### src/rtl/ibr_pipe_adder.sv
// ibr_pipe_adder: carry-pipelined WIDTH-bit add/subtract, SEG bits per stage, one result per cycle.
module ibr_pipe_adder #(
    parameter int WIDTH = 64,
    parameter int SEG   = 16
) (
    input  logic             Clk,
    input  logic             RstN,
    input  logic             Enable,
    input  logic             ValidIn,
    input  logic             Mode,
    input  logic [WIDTH-1:0] A,
    input  logic [WIDTH-1:0] B,
    output logic [WIDTH-1:0] S,
    output logic             Cout,
    output logic             ValidOut
);
    localparam int STAGES = WIDTH / SEG;

    if (SEG < 1 || SEG > WIDTH || WIDTH % SEG != 0) begin : g_bad_cfg
        $error("ibr_pipe_adder: WIDTH must be a positive multiple of SEG");
    end

    // Stage k consumes the low SEG bits of its operand slice and skews the rest onward.
    // B is inverted on entry, so Mode only survives as the stage-0 carry-in.
    for (genvar k = 0; k < STAGES; k++) begin : g_stage
        localparam int IW = WIDTH - k * SEG;
        logic [IW-1:0]        w_a, w_b;
        logic                 w_c, w_v;
        logic [SEG:0]         w_seg;
        logic [(k+1)*SEG-1:0] w_sn;
        logic [(k+1)*SEG-1:0] r_s;
        logic                 r_c, r_v;
        if (k == 0) begin : g_in
            assign w_a  = A;
            assign w_b  = Mode ? ~B : B;
            assign w_c  = Mode;
            assign w_v  = ValidIn;
            assign w_sn = w_seg[SEG-1:0];
        end else begin : g_link
            assign w_a  = g_stage[k-1].g_skew.r_a;
            assign w_b  = g_stage[k-1].g_skew.r_b;
            assign w_c  = g_stage[k-1].r_c;
            assign w_v  = g_stage[k-1].r_v;
            assign w_sn = {w_seg[SEG-1:0], g_stage[k-1].r_s};
        end
        assign w_seg = {1'b0, w_a[SEG-1:0]} + {1'b0, w_b[SEG-1:0]} + (SEG+1)'(w_c);
        always_ff @(posedge Clk or negedge RstN) begin
            if (!RstN) begin
                r_v <= 1'b0;
                r_c <= 1'b0;
                r_s <= '0;
            end else if (Enable) begin
                r_v <= w_v;
                if (w_v) begin
                    r_c <= w_seg[SEG];
                    r_s <= w_sn;
                end
            end
        end
        if (k < STAGES - 1) begin : g_skew
            logic [IW-SEG-1:0] r_a, r_b;
            always_ff @(posedge Clk or negedge RstN) begin
                if (!RstN) begin
                    r_a <= '0;
                    r_b <= '0;
                end else if (Enable && w_v) begin
                    r_a <= w_a[IW-1:SEG];
                    r_b <= w_b[IW-1:SEG];
                end
            end
        end
    end

    assign S        = g_stage[STAGES-1].r_s;
    assign Cout     = g_stage[STAGES-1].r_c;
    assign ValidOut = g_stage[STAGES-1].r_v;
endmodule

### config.mk
export PLATFORM = sky130hd
export DESIGN_NAME = ibr_pipe_adder
export DESIGN_NICKNAME = d
export VERILOG_FILES = /design/src/rtl/ibr_pipe_adder.sv
export SDC_FILE = /design/constraint.sdc
export NUM_CORES = 1
export LEC_CHECK = 0
export CORE_UTILIZATION = 25
export DETAILED_ROUTE_END_ITERATION = 16
export HOLD_SLACK_MARGIN = 0.02
export PLACE_DENSITY_LB_ADDON = 0.25
export SLEW_MARGIN = 0
export SYNTH_ARGS = -nofsm -noshare
export SYNTH_HDL_FRONTEND = slang
export SYNTH_SLANG_ARGS = --single-unit
### constraint.sdc
create_clock -name Clk -period 3.43 [get_ports Clk]
set_clock_uncertainty 0.15 [all_clocks]
set_input_delay 0.343 -clock Clk [delete_from_list [all_inputs] [get_ports Clk]]
set_output_delay 0.343 -clock Clk [all_outputs]
set_load 0.01 [all_outputs]
==> results.rst, run 1 <==
.. list-table::
   :header-rows: 1

   * - Metric
     - Value
   * - Tmin final
     - 3.07 ns
   * - Library cells used by synthesis
     - 59
   * - Number of hold buffers added after CTS
     - 1
   * - Achievable frequency
     - 325 MHz
   * - Final Hold Viols
     - 0
   * - Endpoints failing setup
     - 0
   * - Post-synth EDFFs
     - 0
   * - Sequential cell area
     - 9010 sq um
   * - Net load switching power
     - 4.83 mW
   * - Category of the critical setup timing path
     - reg -> reg
   * - Total congestion overflow after global routing
     - 0
   * - Post-synthesis instance area
     - 16,900 sq um
   * - Most frequent cells in the layout
     - sky130_fd_sc_hd__nand2_1 (606), sky130_fd_sc_hd__dfrtp_1 (360), sky130_fd_sc_hd__clkdlybuf4s50_1 (196)
   * - Total number of clock tree sinks
     - 360
   * - FF-to-FF path depth
     - 8
   * - Worst IR drop on VDD
     - 333 uV
   * - Largest stage delay on the critical path
     - 0.50 ns
   * - Status
     - completed
   * - Number of DRC violations after detailed-routing iteration 0
     - 649
   * - Clock tree from TritonCTS
     - yes
   * - Worst Path Required
     - 3.69 ns
   * - Unrepaired setup endpoints after global routing
     - no
   * - Die Footprint
     - 68,500 sq um
   * - Critical path capture point type
     - flip-flop
   * - Leakage power of the design
     - 10.0 nW
   * - Setup slack of the most critical reg-to-reg path
     - 0.36 ns
   * - Cell internal power dissipation
     - 10.6 mW
   * - Data arrival time at the worst-slack endpoint
     - 3.34 ns
   * - Synthesized-area fraction occupied by and/or/nand/nor cells
     - 0.173
   * - Critical-path maximum fanout
     - 4
   * - Hold wc startpoint
     - A[58]
   * - Post-synth net total
     - 1,921
   * - Router iterations before antenna repair
     - 4
   * - Path type of the worst min-delay path
     - in -> reg
   * - Effective utilization at floorplan
     - 0.255
   * - Capture instance of the worst register-to-register path
     - g_stage[2].r_c
   * - Count of H-tree levels built during CTS
     - 2
   * - Core area
     - 66,200 sq um
   * - Sequential share of the synthesized area
     - 0.534
   * - Final weighted congestion in routability-driven placement
     - 0.846
   * - Adder and majority gate portion of the synthesized area
     - 0.0528
   * - Tcrit/Tclk final
     - 0.896
   * - Reg clk slew, reported paths
     - 0.06 ns
   * - Chip height
     - 262 um
   * - Synth-to-Final Area Change
     - 27.0%
   * - Clock latency reported for the late side of the worst-skew pair
     - 0.56 ns
   * - Number of nets with antenna violations after detailed routing
     - 0
   * - Startpoint of the lowest-slack register-to-register path
     - g_stage[1].r_c
   * - Transition time at the pin with the least slew margin
     - 0.757 ns
   * - Largest net degree at the start of global routing
     - 97
   * - Detail Placement HPWL
     - 30,400 um
   * - Buffer levels on the longest clock path
     - 3
   * - CP max-delay cell
     - sky130_fd_sc_hd__fa_1
   * - Main synth FF type
     - sky130_fd_sc_hd__dfrtp_1
   * - Max-slew violation count
     - 0
   * - Final-stage net count
     - 2,106
   * - WL per Instance
     - 15.7 um
   * - Number of warnings issued by yosys
     - 0
   * - Cts bufs inserted
     - 43
   * - # Post-CTS Setup Buffers
     - 0
   * - First-pass GRT wire length
     - 70,600 um
   * - CP Launch Type
     - flip-flop
   * - Clk network pwr share
     - 0.307
   * - Register share of total power
     - 0.409
   * - CTS Root Buffer Type
     - sky130_fd_sc_hd__clkbuf_16
   * - Total Power
     - 15.5 mW
   * - Cell count after synthesis
     - 1,721
   * - Via count of the first global-routing pass
     - 13,100
   * - Initial antenna violation count
     - 3
   * - Global routing usage summed across all routing layers
     - 0.130
   * - Number of I/O port buffers
     - 198
   * - Number of storage elements in the synthesis netlist
     - 360
   * - Overall die width
     - 262 um
   * - Total wire length after detailed routing
     - 44,100 um
   * - Layout fillers
     - 6,798
   * - End point of the most critical hold path
     - g_stage[0].g_skew.r_a[42]
   * - Number of stages on the worst hold path
     - 3
   * - Fraction of final layout cells sized beyond drive strength 1
     - 0.0991
   * - Pwr Density
     - 722 nW/um^2
   * - Comb pwr share
     - 0.284
   * - Avg Cell Area, Syn
     - 9.80 sq um
   * - Multiplexer area fraction after synthesis
     - 0.0586
   * - Drc violations
     - 0
   * - Area used by multi-input combinational logic
     - 7490 sq um
   * - CTS-repair resized insts
     - 0
   * - Sum Neg Setup Slack
     - 0 ns
   * - Count of max-cap constraint violations
     - 0
   * - Cells traversed along the worst timing path
     - fa_1, fa_1, a211oi_1, o21ai_0, nand3_1, nand3b_1, a221oi_1, o21ai_0
   * - Switching Share
     - 0.312
   * - Compound-gate portion of the synthesized area
     - 0.110
   * - Xor and xnor area share after synthesis
     - 0.0478
   * - Async S/R FF share, synth
     - 1.00
   * - Max-slew headroom at the worst pin
     - 0.495
   * - Combinational family with the most area after synthesis
     - simple AND/OR/NAND/NOR gates
   * - Vias after detailed routing
     - 12,500
   * - Via density per instance
     - 4.48
   * - Most common cell after layout, fill and taps aside
     - sky130_fd_sc_hd__nand2_1
   * - Standard-cell row count
     - 94
   * - Top-level I/O count
     - 199
==> critical path, delay by kind of cell (launching register included) <==
family / cells / cell delay, ns
compound gates: 4 / 1.06
fa+ha+maj: 2 / 0.95
flops: 1 / 0.40
simple gates: 2 / 0.37
==> power groups by stage <==
stage,Sequential [mW],Combinational (mW),Clock [mW]
6_report,6.32,4.40,4.75
5_1_grt,6.50,4.94,5.12
4_1_cts,6.34,4.46,4.94
3_5_place_dp,6.40,4.43,0
3_3_place_gp,6.38,4.34,0
2_1_floorplan,6.29,2.64,0
==> routing by layer <==
layer	up-vias	GRT usage	wire length [um]
li1	6176	-	-
met1	6074	0.174	20700
met2	227	0.211	20500
met3	67	0.0220	1720
met4	2	0.0489	1240
met5	-	0	12
==> registers in the layout, indices dropped and copies added, names as in the netlist <==
register and flops:
ValidOut 1, Cout 1, S 64, g_stage.r_c 3
g_stage.g_skew.r_a 96, g_stage.r_v 3, g_stage.r_s 96, g_stage.g_skew.r_b 96
==> final cells by class <==
type	instances	area share
multi-input combinational	1261	0.350
tap	864	0.0504
antenna	1	0.000117
timing repair buffer	225	0.108
clock inverter	11	0.00841
inverter	15	0.00263
sequential	360	0.420
clock buffer	65	0.0603
==> worst max-delay path by stage <==
stage	from	end	slack, ns	cells after the start
final	g_stage[1].r_c	g_stage[2].r_c	0.36	8
after global routing	g_stage[1].r_c	g_stage[2].r_c	0.23	8
after CTS	g_stage[1].r_c	g_stage[2].r_c	0.40	8
after detailed placement	B[1]	g_stage[0].r_c	0.29	10
after global placement	B[1]	g_stage[0].r_s[12]	0.28	10
after floorplan	Mode	g_stage[0].r_s[12]	0.58	10
==> kinds of logic after synthesis <==
group / after synthesis
compound gates: 293
xor+xnor: 92
fa+ha+maj: 67
buf+inv: 100
flops: 360
mux: 88
simple gates: 721
==> synth_stat cells (all sizes together) (2+ instances only) <==
cell type	instances	share of area
nand2	610	0.14
dfrtp	360	0.53
o21ai	122	0.036
mux2	83	0.055
xnor2	66	0.034
ha	60	0.045
clkbuf	57	0.013
a21oi	47	0.014
buf	28	0.0076
nor2	26	0.0058
xor2	26	0.014
a21o	24	0.011
nand3	20	0.0059
o211ai	18	0.0080
a211oi	15	0.0067
inv	15	0.0033
nor3	15	0.0045
nand4	11	0.0041
a211o	10	0.0052
nor3b	10	0.0045
o21a	9	0.0040
a221oi	7	0.0047
fa	7	0.0083
a31oi	6	0.0022
nand2b	6	0.0022
nand3b	6	0.0027
o21bai	6	0.0027
o31ai	6	0.0030
mux2i	5	0.0032
o311ai	5	0.0026
and2	4	0.0015
a22o	3	0.0016
a2111oi	2	0.0014
a31o	2	0.0010
and3	2	0.00074
nand4b	2	0.0010
nor2b	2	0.00074
o2111a	2	0.0013
o2111ai	2	0.0010
o21ba	2	0.0012
or4b	2	0.0012
==> metrics by stage <==
step	util	setup slack (ns)	hold WS, ns	cells	cell area, sq um
6_report	0.324	0.357	0.173	2802	21400
5_1_grt	0.324	0.227	0.160	2802	21400
4_1_cts	0.324	0.398	0.134	2801	21400
3_5_place_dp	0.301	0.291	0.265	2724	19900
3_3_place_gp	0.301	0.276	0.261	2724	19900
2_1_floorplan	-	0.580	-0.103	1721	16900
Power figures use the tool's default switching activity.
==> inputs of run 2 (changes only) <==
--- a/config.mk
+++ b/config.mk
@@ -5,7 +5,7 @@
 export SDC_FILE = /design/constraint.sdc
 export NUM_CORES = 1
 export LEC_CHECK = 0
-export CORE_UTILIZATION = 25
+export CORE_UTILIZATION = 55
 export DETAILED_ROUTE_END_ITERATION = 16
 export HOLD_SLACK_MARGIN = 0.02
 export PLACE_DENSITY_LB_ADDON = 0.25
==> run 2 against run 1 <==
Against the previous run:
- sequential share of layout area is 1.9 points higher
- non-clock buffer count down 6
- largest power group unchanged
- worst setup slack better by 0.035 ns
- register-to-register slack improved by 0.04 ns
- worst hold slack improved by 0.030 ns
- global-route usage grew 12 points
- final area fell by 4.3%
- sequential cell count is the same
- via count grew 1.2%
- highest routed layer is now met4
- largest cell class unchanged
- cell count is 18% lower
==> results.rst, run 2 (synthesis results as in run 1) <==
.. list-table::
   :header-rows: 1

   * - Metric
     - Value
   * - GR Layer Usage met3
     - 0.0314 (+0.00937)
   * - Global routing usage summed across all routing layers
     - 0.250 (+0.120)
   * - Number of I/O port buffers
     - 198 (unchanged)
   * - Pwr Density
     - 714 nW/um^2 (-1.1%)
   * - Total number of clock tree sinks
     - 360 (unchanged)
   * - Largest stage delay on the critical path
     - 0.48 ns (-0.02 ns)
   * - Overall die width
     - 177 um (-32%)
   * - Count of max-cap constraint violations
     - 0 (unchanged)
   * - Final Hold Viols
     - 0 (unchanged)
   * - Number of diodes added for antenna fixing
     - 0 (-1)
   * - Cell Area, Placed
     - 19,300 sq um (-3.1%)
   * - Most common cell after layout, fill and taps aside
     - sky130_fd_sc_hd__nand2_1
   * - Total wire length after detailed routing
     - 38,200 um (-13%)
   * - Final-stage net count
     - 2,096 (-0.47%)
   * - # Post-CTS Setup Buffers
     - 0 (unchanged)
   * - Critical-path maximum fanout
     - 3 (-1)
   * - Placement Setup Slack
     - 0.291 ns (+0.000317 ns)
   * - Cts bufs inserted
     - 39 (-9.3%)
   * - Unrepaired setup endpoints after global routing
     - no
   * - Total congestion overflow after global routing
     - 0 (unchanged)
   * - Number of stages on the worst hold path
     - 3 (unchanged)
   * - Setup slack of the most critical reg-to-reg path
     - 0.39 ns (+0.04 ns)
   * - Register share of total power
     - 0.431 (+0.022)
   * - Max-slew headroom at the worst pin
     - 0.492 (-0.00352)
   * - Synth-to-Final Area Change
     - 21.6%
   * - Tcrit/Tclk final
     - 0.886 (-0.0103)
   * - Switching Share
     - 0.316 (+0.00432)
   * - CP Launch Type
     - flip-flop
   * - Data arrival time at the worst-slack endpoint
     - 3.27 ns (-0.07 ns)
   * - Count of H-tree levels built during CTS
     - 2 (unchanged)
   * - Router iterations before antenna repair
     - 8 (+4)
   * - Endpoints failing setup
     - 0 (unchanged)
   * - CTS Root Buffer Type
     - sky130_fd_sc_hd__clkbuf_16
   * - First-pass GRT wire length
     - 63,500 um (-10%)
   * - Top-level I/O count
     - 199 (unchanged)
   * - Path type of the worst min-delay path
     - in -> reg
   * - Largest net degree at the start of global routing
     - 88 (-9.3%)
   * - Comb pwr share
     - 0.302 (+0.018)
   * - Status
     - completed
   * - Cells traversed along the worst timing path
     - fa_1, fa_1, a21o_1, a31oi_1, o211ai_1, a31oi_1, o21ai_0, mux2_2
   * - Chip height
     - 177 um (-32%)
   * - Clk network pwr share
     - 0.267 (-0.040)
   * - FF-to-FF path depth
     - 8 (unchanged)
   * - Detail Placement HPWL
     - 25,800 um (-15%)
   * - Critical path capture point type
     - flip-flop
   * - Clock tree from TritonCTS
     - yes
   * - Number of nets with antenna violations after detailed routing
     - 0 (unchanged)
   * - Worst Path Required
     - 3.67 ns (-0.02 ns)
   * - Effective utilization at floorplan
     - 0.565 (+0.310)
   * - Via count of the first global-routing pass
     - 13,000 (-0.82%)
   * - Max-slew violation count
     - 0 (unchanged)
   * - Die Footprint
     - 31,400 sq um (-54%)
   * - Standard-cell row count
     - 63 (-33%)
   * - Post-route cell area
     - 20,500 sq um (-4.3%)
   * - Clock latency reported for the late side of the worst-skew pair
     - 0.51 ns (-0.05 ns)
   * - Number of DRC violations after detailed-routing iteration 0
     - 947 (+46%)
   * - Sum Neg Setup Slack
     - 0 ns (unchanged)
   * - Via density per instance
     - 5.50 (+23%)
   * - WL per Instance
     - 16.5 um (+5.1%)
   * - Core area
     - 29,900 sq um (-55%)
   * - Buffer levels on the longest clock path
     - 3 (unchanged)
   * - Transition time at the pin with the least slew margin
     - 0.763 ns (+0.00528 ns)
   * - Initial antenna violation count
     - 0 (-3)
   * - Final weighted congestion in routability-driven placement
     - 0.887 (+4.8%)
   * - Reg clk slew, reported paths
     - 0.06 ns (about the same)
   * - Tmin final
     - 3.04 ns (-0.0355 ns)
   * - Fraction of final layout cells sized beyond drive strength 1
     - 0.0891 (-0.0101)
   * - Vias after detailed routing
     - 12,700 (+1.2%)
   * - Most heavily used metal layer in global routing
     - met2
   * - CP max-delay cell
     - sky130_fd_sc_hd__fa_1
   * - Cell internal power dissipation
     - 10.0 mW (-6.0%)
   * - Most frequent cells in the layout
     - sky130_fd_sc_hd__nand2_1 (606), sky130_fd_sc_hd__dfrtp_1 (360), sky130_fd_sc_hd__clkdlybuf4s50_1 (196)
   * - Achievable frequency
     - 329 MHz (+1.2%)
   * - Net load switching power
     - 4.63 mW (-4.1%)
   * - Leakage power of the design
     - 9.84 nW (-1.8%)
   * - Drc violations
     - 0 (unchanged)
   * - Regs by FF count
     - g_stage.g_skew.r_a (96), g_stage.g_skew.r_b (96), g_stage.r_s (96)
   * - Worst IR drop on VDD
     - 402 uV (+21%)
   * - Category of the critical setup timing path
     - reg -> reg
   * - Met1 Resource Use GR
     - 0.336 (+0.163)
   * - Total Power
     - 14.6 mW (-5.4%)
   * - Worst-case setup margin in the final layout
     - 0.392 ns (+0.0355 ns)
   * - Global routing met2 resource utilization
     - 0.422 (+0.210)
[run 2: cell count changes in the layout (fill, tap and decap cells not counted)]
cell,delta
sky130_fd_sc_hd__bufinv_16,-4
sky130_fd_sc_hd__clkbuf_16,-4
sky130_fd_sc_hd__buf_12,+1
sky130_fd_sc_hd__clkbuf_8,-6
sky130_fd_sc_hd__and2_2,+1
sky130_fd_sc_hd__clkbuf_1,+4
sky130_fd_sc_hd__buf_4,-7
sky130_fd_sc_hd__diode_2,-1
sky130_fd_sc_hd__clkinv_2,-1
sky130_fd_sc_hd__and2_4,-1
[run 2: metrics by stage]
stage               cells  utilization  hold slack, ns
floorplan            1721            -          -0.103
global placement     2244        0.647           0.198
detailed placement   2244        0.647           0.213
CTS                  2310        0.686           0.188
global route         2310        0.686           0.216
finish               2310        0.686           0.203
[run 2: what timing repair did]
item / in CTS / in global routing
endpoints found under the hold margin: 67 / 0
gates resized for setup: 0 / 0
hold buffers: 1 / 0
[run 2: power by group through the flow]
stage | Combinational (mW) | Clock, mW | Sequential, mW
4_1_cts | 4.43 | 3.99 | 6.31
5_1_grt | 4.92 | 4.15 | 6.46
6_report | 4.42 | 3.91 | 6.32
3_3_place_gp | 4.22 | 0 | 6.31
3_5_place_dp | 4.38 | 0 | 6.36
2_1_floorplan | 2.64 | 0 | 6.29
[run 2: layer usage]
layer / wire length (um) / up-vias
li1: - / 6149
met1: 16900 / 6169
met2: 18800 / 305
met3: 1470 / 74
met4: 988 / 0
met5: 0 / -
[run 2: final cells by class]
class,count,area (sq um)
clock buffers,59,1120
clock inverters,6,55.1
fillers,2362,9370
inverters,15,56.3
multi-input cells,1261,7490
flip-flops and latches,360,9010
well taps,390,488
repair buffers,219,2280
[run 2: worst paths after layout]
| kind | end | start |
|---|---|---|
| min reg2reg | S[24] | g_stage[2].r_s[24] |
| min in group asynchronous | S[4] | RstN |
| max reg2reg | g_stage[1].r_c | g_stage[0].r_c |
| max in group asynchronous | g_stage[1].r_v | RstN |
| max | g_stage[1].r_c | g_stage[0].r_c |
| min | g_stage[0].g_skew.r_a[31] | A[47] |
[run 2: critical path: cells and delay by family (launching register included)]
family | cells | cell delay [ns]
AO/OA/AOI/OAI | 5 | 1.17
adder cells (fa/ha/maj) | 2 | 0.91
flip-flops | 1 | 0.42
multiplexers | 1 | 0.27
==> inputs of run 3 (changes only) <==
--- a/config.mk
+++ b/config.mk
@@ -8,6 +8,7 @@
 export CORE_UTILIZATION = 55
 export DETAILED_ROUTE_END_ITERATION = 16
 export HOLD_SLACK_MARGIN = 0.02
+export MAX_ROUTING_LAYER = met4
 export PLACE_DENSITY_LB_ADDON = 0.25
 export SLEW_MARGIN = 0
 export SYNTH_ARGS = -nofsm -noshare
==> run 3 against run 2 <==
Against the previous run:
- worst setup slack better by 0.010 ns
- largest power group unchanged
- cell count stayed put
- sequential share of layout area stayed put
- global-route usage is 0.77 points higher
- largest cell class unchanged
- highest routed layer unchanged
- wire length is 0.10% lower
- via count is 0.21% lower
- critical endpoint unchanged
==> results.rst, run 3 (synthesis results as in run 1) <==
.. list-table::
   :header-rows: 1

   * - Metric
     - Value
   * - Cell Area, Placed
     - 19,300 sq um (unchanged)
   * - Unrepaired setup endpoints after global routing
     - no
   * - Worst Path Required
     - 3.67 ns (about the same)
   * - Router iterations before antenna repair
     - 5 (-3)
   * - Regs by FF count
     - g_stage.g_skew.r_a (96), g_stage.g_skew.r_b (96), g_stage.r_s (96)
   * - Critical path capture point type
     - flip-flop
   * - Via count of the first global-routing pass
     - 13,000 (-0.12%)
   * - CTS-repair resized insts
     - 0 (unchanged)
   * - Worst IR drop on VDD
     - 402 uV (about the same)
   * - Clk network pwr share
     - 0.267 (about the same)
   * - Die Footprint
     - 31,400 sq um (unchanged)
   * - Endpoints failing setup
     - 0 (unchanged)
   * - Number of nets with antenna violations after detailed routing
     - 0 (unchanged)
   * - CTS Root Buffer Type
     - sky130_fd_sc_hd__clkbuf_16
   * - Total congestion overflow after global routing
     - 0 (unchanged)
   * - Reg clk slew, reported paths
     - 0.06 ns (about the same)
   * - Tcrit/Tclk final
     - 0.883 (-0.00306)
   * - Effective utilization at floorplan
     - 0.565 (unchanged)
   * - Number of hold buffers added after CTS
     - 1 (unchanged)
   * - Clock latency reported for the late side of the worst-skew pair
     - 0.51 ns (about the same)
   * - Final-stage net count
     - 2,096 (unchanged)
   * - Top-level I/O count
     - 199 (unchanged)
   * - Count of max-cap constraint violations
     - 0 (unchanged)
   * - Minimum hold slack
     - 0.203 ns (+0.000927 ns)
   * - Chip height
     - 177 um (unchanged)
   * - CP Launch Type
     - flip-flop
   * - WL per Instance
     - 16.5 um (-0.10%)
   * - Final Hold Viols
     - 0 (unchanged)
   * - Core area
     - 29,900 sq um (unchanged)
   * - Total placed cells including tap cells
     - 2,244 (unchanged)
   * - Data arrival time at the worst-slack endpoint
     - 3.26 ns (about the same)
   * - Sum Neg Setup Slack
     - 0 ns (unchanged)
   * - Cell internal power dissipation
     - 10.0 mW (about the same)
   * - Max-slew headroom at the worst pin
     - 0.489 (-0.00225)
   * - Post-Route Utilization
     - 0.686 (unchanged)
   * - Total number of clock tree sinks
     - 360 (unchanged)
   * - Synth-to-Final Area Change
     - 21.6% (unchanged)
   * - Detail Placement HPWL
     - 25,800 um (unchanged)
   * - Transition time at the pin with the least slew margin
     - 0.766 ns (+0.00338 ns)
   * - Overall die width
     - 177 um (unchanged)
   * - First-pass GRT wire length
     - 63,500 um (about the same)
   * - Number of diodes added for antenna fixing
     - 0 (unchanged)
   * - # Post-CTS Setup Buffers
     - 0 (unchanged)
   * - Initial antenna violation count
     - 0 (unchanged)
   * - Comb pwr share
     - 0.302 (about the same)
   * - Max-slew violation count
     - 0 (unchanged)
   * - Count of H-tree levels built during CTS
     - 2 (unchanged)
   * - Vias after detailed routing
     - 12,700 (-0.21%)
   * - Buffer levels on the longest clock path
     - 3 (unchanged)
   * - Total wire length after detailed routing
     - 38,200 um (-0.10%)
   * - Tmin final
     - 3.03 ns (-0.0105 ns)
   * - Critical-path maximum fanout
     - 3 (unchanged)
   * - Register share of total power
     - 0.431 (about the same)
   * - Fraction of final layout cells sized beyond drive strength 1
     - 0.0891 (unchanged)
   * - Final cell count without fillers
     - 2,310 (unchanged)
   * - Via density per instance
     - 5.48 (-0.21%)
   * - Standard-cell row count
     - 63 (unchanged)
   * - Largest net degree at the start of global routing
     - 88 (unchanged)
   * - Status
     - completed
   * - Leakage power of the design
     - 9.84 nW (unchanged)
   * - Number of DRC violations after detailed-routing iteration 0
     - 922 (-2.6%)
   * - Most frequent cells in the layout
     - sky130_fd_sc_hd__nand2_1 (606), sky130_fd_sc_hd__dfrtp_1 (360), sky130_fd_sc_hd__clkdlybuf4s50_1 (196)
   * - Category of the critical setup timing path
     - reg -> reg
   * - Most common cell after layout, fill and taps aside
     - sky130_fd_sc_hd__nand2_1
   * - Path type of the worst min-delay path
     - in -> reg
   * - Pwr Density
     - 714 nW/um^2 (about the same)
   * - Post-route cell area
     - 20,500 sq um (unchanged)
   * - Net load switching power
     - 4.63 mW (-0.12%)
   * - Global routing usage summed across all routing layers
     - 0.258 (+0.00767)
   * - Number of I/O port buffers
     - 198 (unchanged)
   * - Switching Share
     - 0.316 (about the same)
   * - Final weighted congestion in routability-driven placement
     - 0.902 (+1.7%)
   * - Clock tree from TritonCTS
     - yes
   * - Achievable frequency
     - 330 MHz (+0.35%)
   * - Drc violations
     - 0 (unchanged)
   * - Cts bufs inserted
     - 39 (unchanged)
run 3: cell counts in the layout (fill, tap and decap cells not counted):
Identical to the previous run, type by type.
run 3: layout make-up:
type                            instances  area [sq um]
Tap cell                              390           488
Inverter                               15          56.3
Timing Repair Buffer                  219          2280
Fill cell                            2362          9370
Multi-Input combinational cell       1261          7490
Clock inverter                          6          55.1
Sequential cell                       360          9010
Clock buffer                           59          1120
run 3: through the flow:
step	setup slack, ns	power, mW
2_1_floorplan	0.580	8.92
3_3_place_gp	0.415	10.5
3_5_place_dp	0.291	10.7
4_1_cts	0.432	14.7
5_1_grt	0.255	15.5
6_report	0.402	14.6
run 3: path summary, 6_finish.rpt:
path / from / end / slack, ns / cells past startpoint
min in group asynchronous: RstN / S[4] / 0.24 / 2
max reg2reg: g_stage[0].r_c / g_stage[1].r_c / 0.40 / 8
max: g_stage[0].r_c / g_stage[1].r_c / 0.40 / 8
min reg2reg: g_stage[2].r_s[24] / S[24] / 0.31 / 2
max in group asynchronous: RstN / g_stage[1].r_v / 1.98 / 3
min: A[47] / g_stage[0].g_skew.r_a[31] / 0.20 / 3
run 3: power groups by stage:
stage	Sequential (mW)	Clock (mW)	Combinational, mW
floorplan	6.29	0	2.64
global placement	6.31	0	4.22
detailed placement	6.36	0	4.38
CTS	6.31	3.99	4.43
global route	6.46	4.15	4.92
finish	6.31	3.91	4.41
run 3: routing by layer:
layer	vias to the layer above	track usage	part of all wire
met2	282	0.421	0.49
met1	6156	0.337	0.45
li1	6148	-	-
met3	84	0.0309	0.037
met5	-	-	0
met4	0	0.0812	0.026
run 3: critical path: stages (launching register included):
cell and delay (ns):
sky130_fd_sc_hd__dfrtp_1 0.41, sky130_fd_sc_hd__fa_1 0.48, sky130_fd_sc_hd__fa_1 0.43, sky130_fd_sc_hd__a21o_1 0.22, sky130_fd_sc_hd__a31oi_1 0.27, sky130_fd_sc_hd__o211ai_1 0.23, sky130_fd_sc_hd__a31oi_1 0.30, sky130_fd_sc_hd__o21ai_0 0.14
sky130_fd_sc_hd__mux2_2 0.27
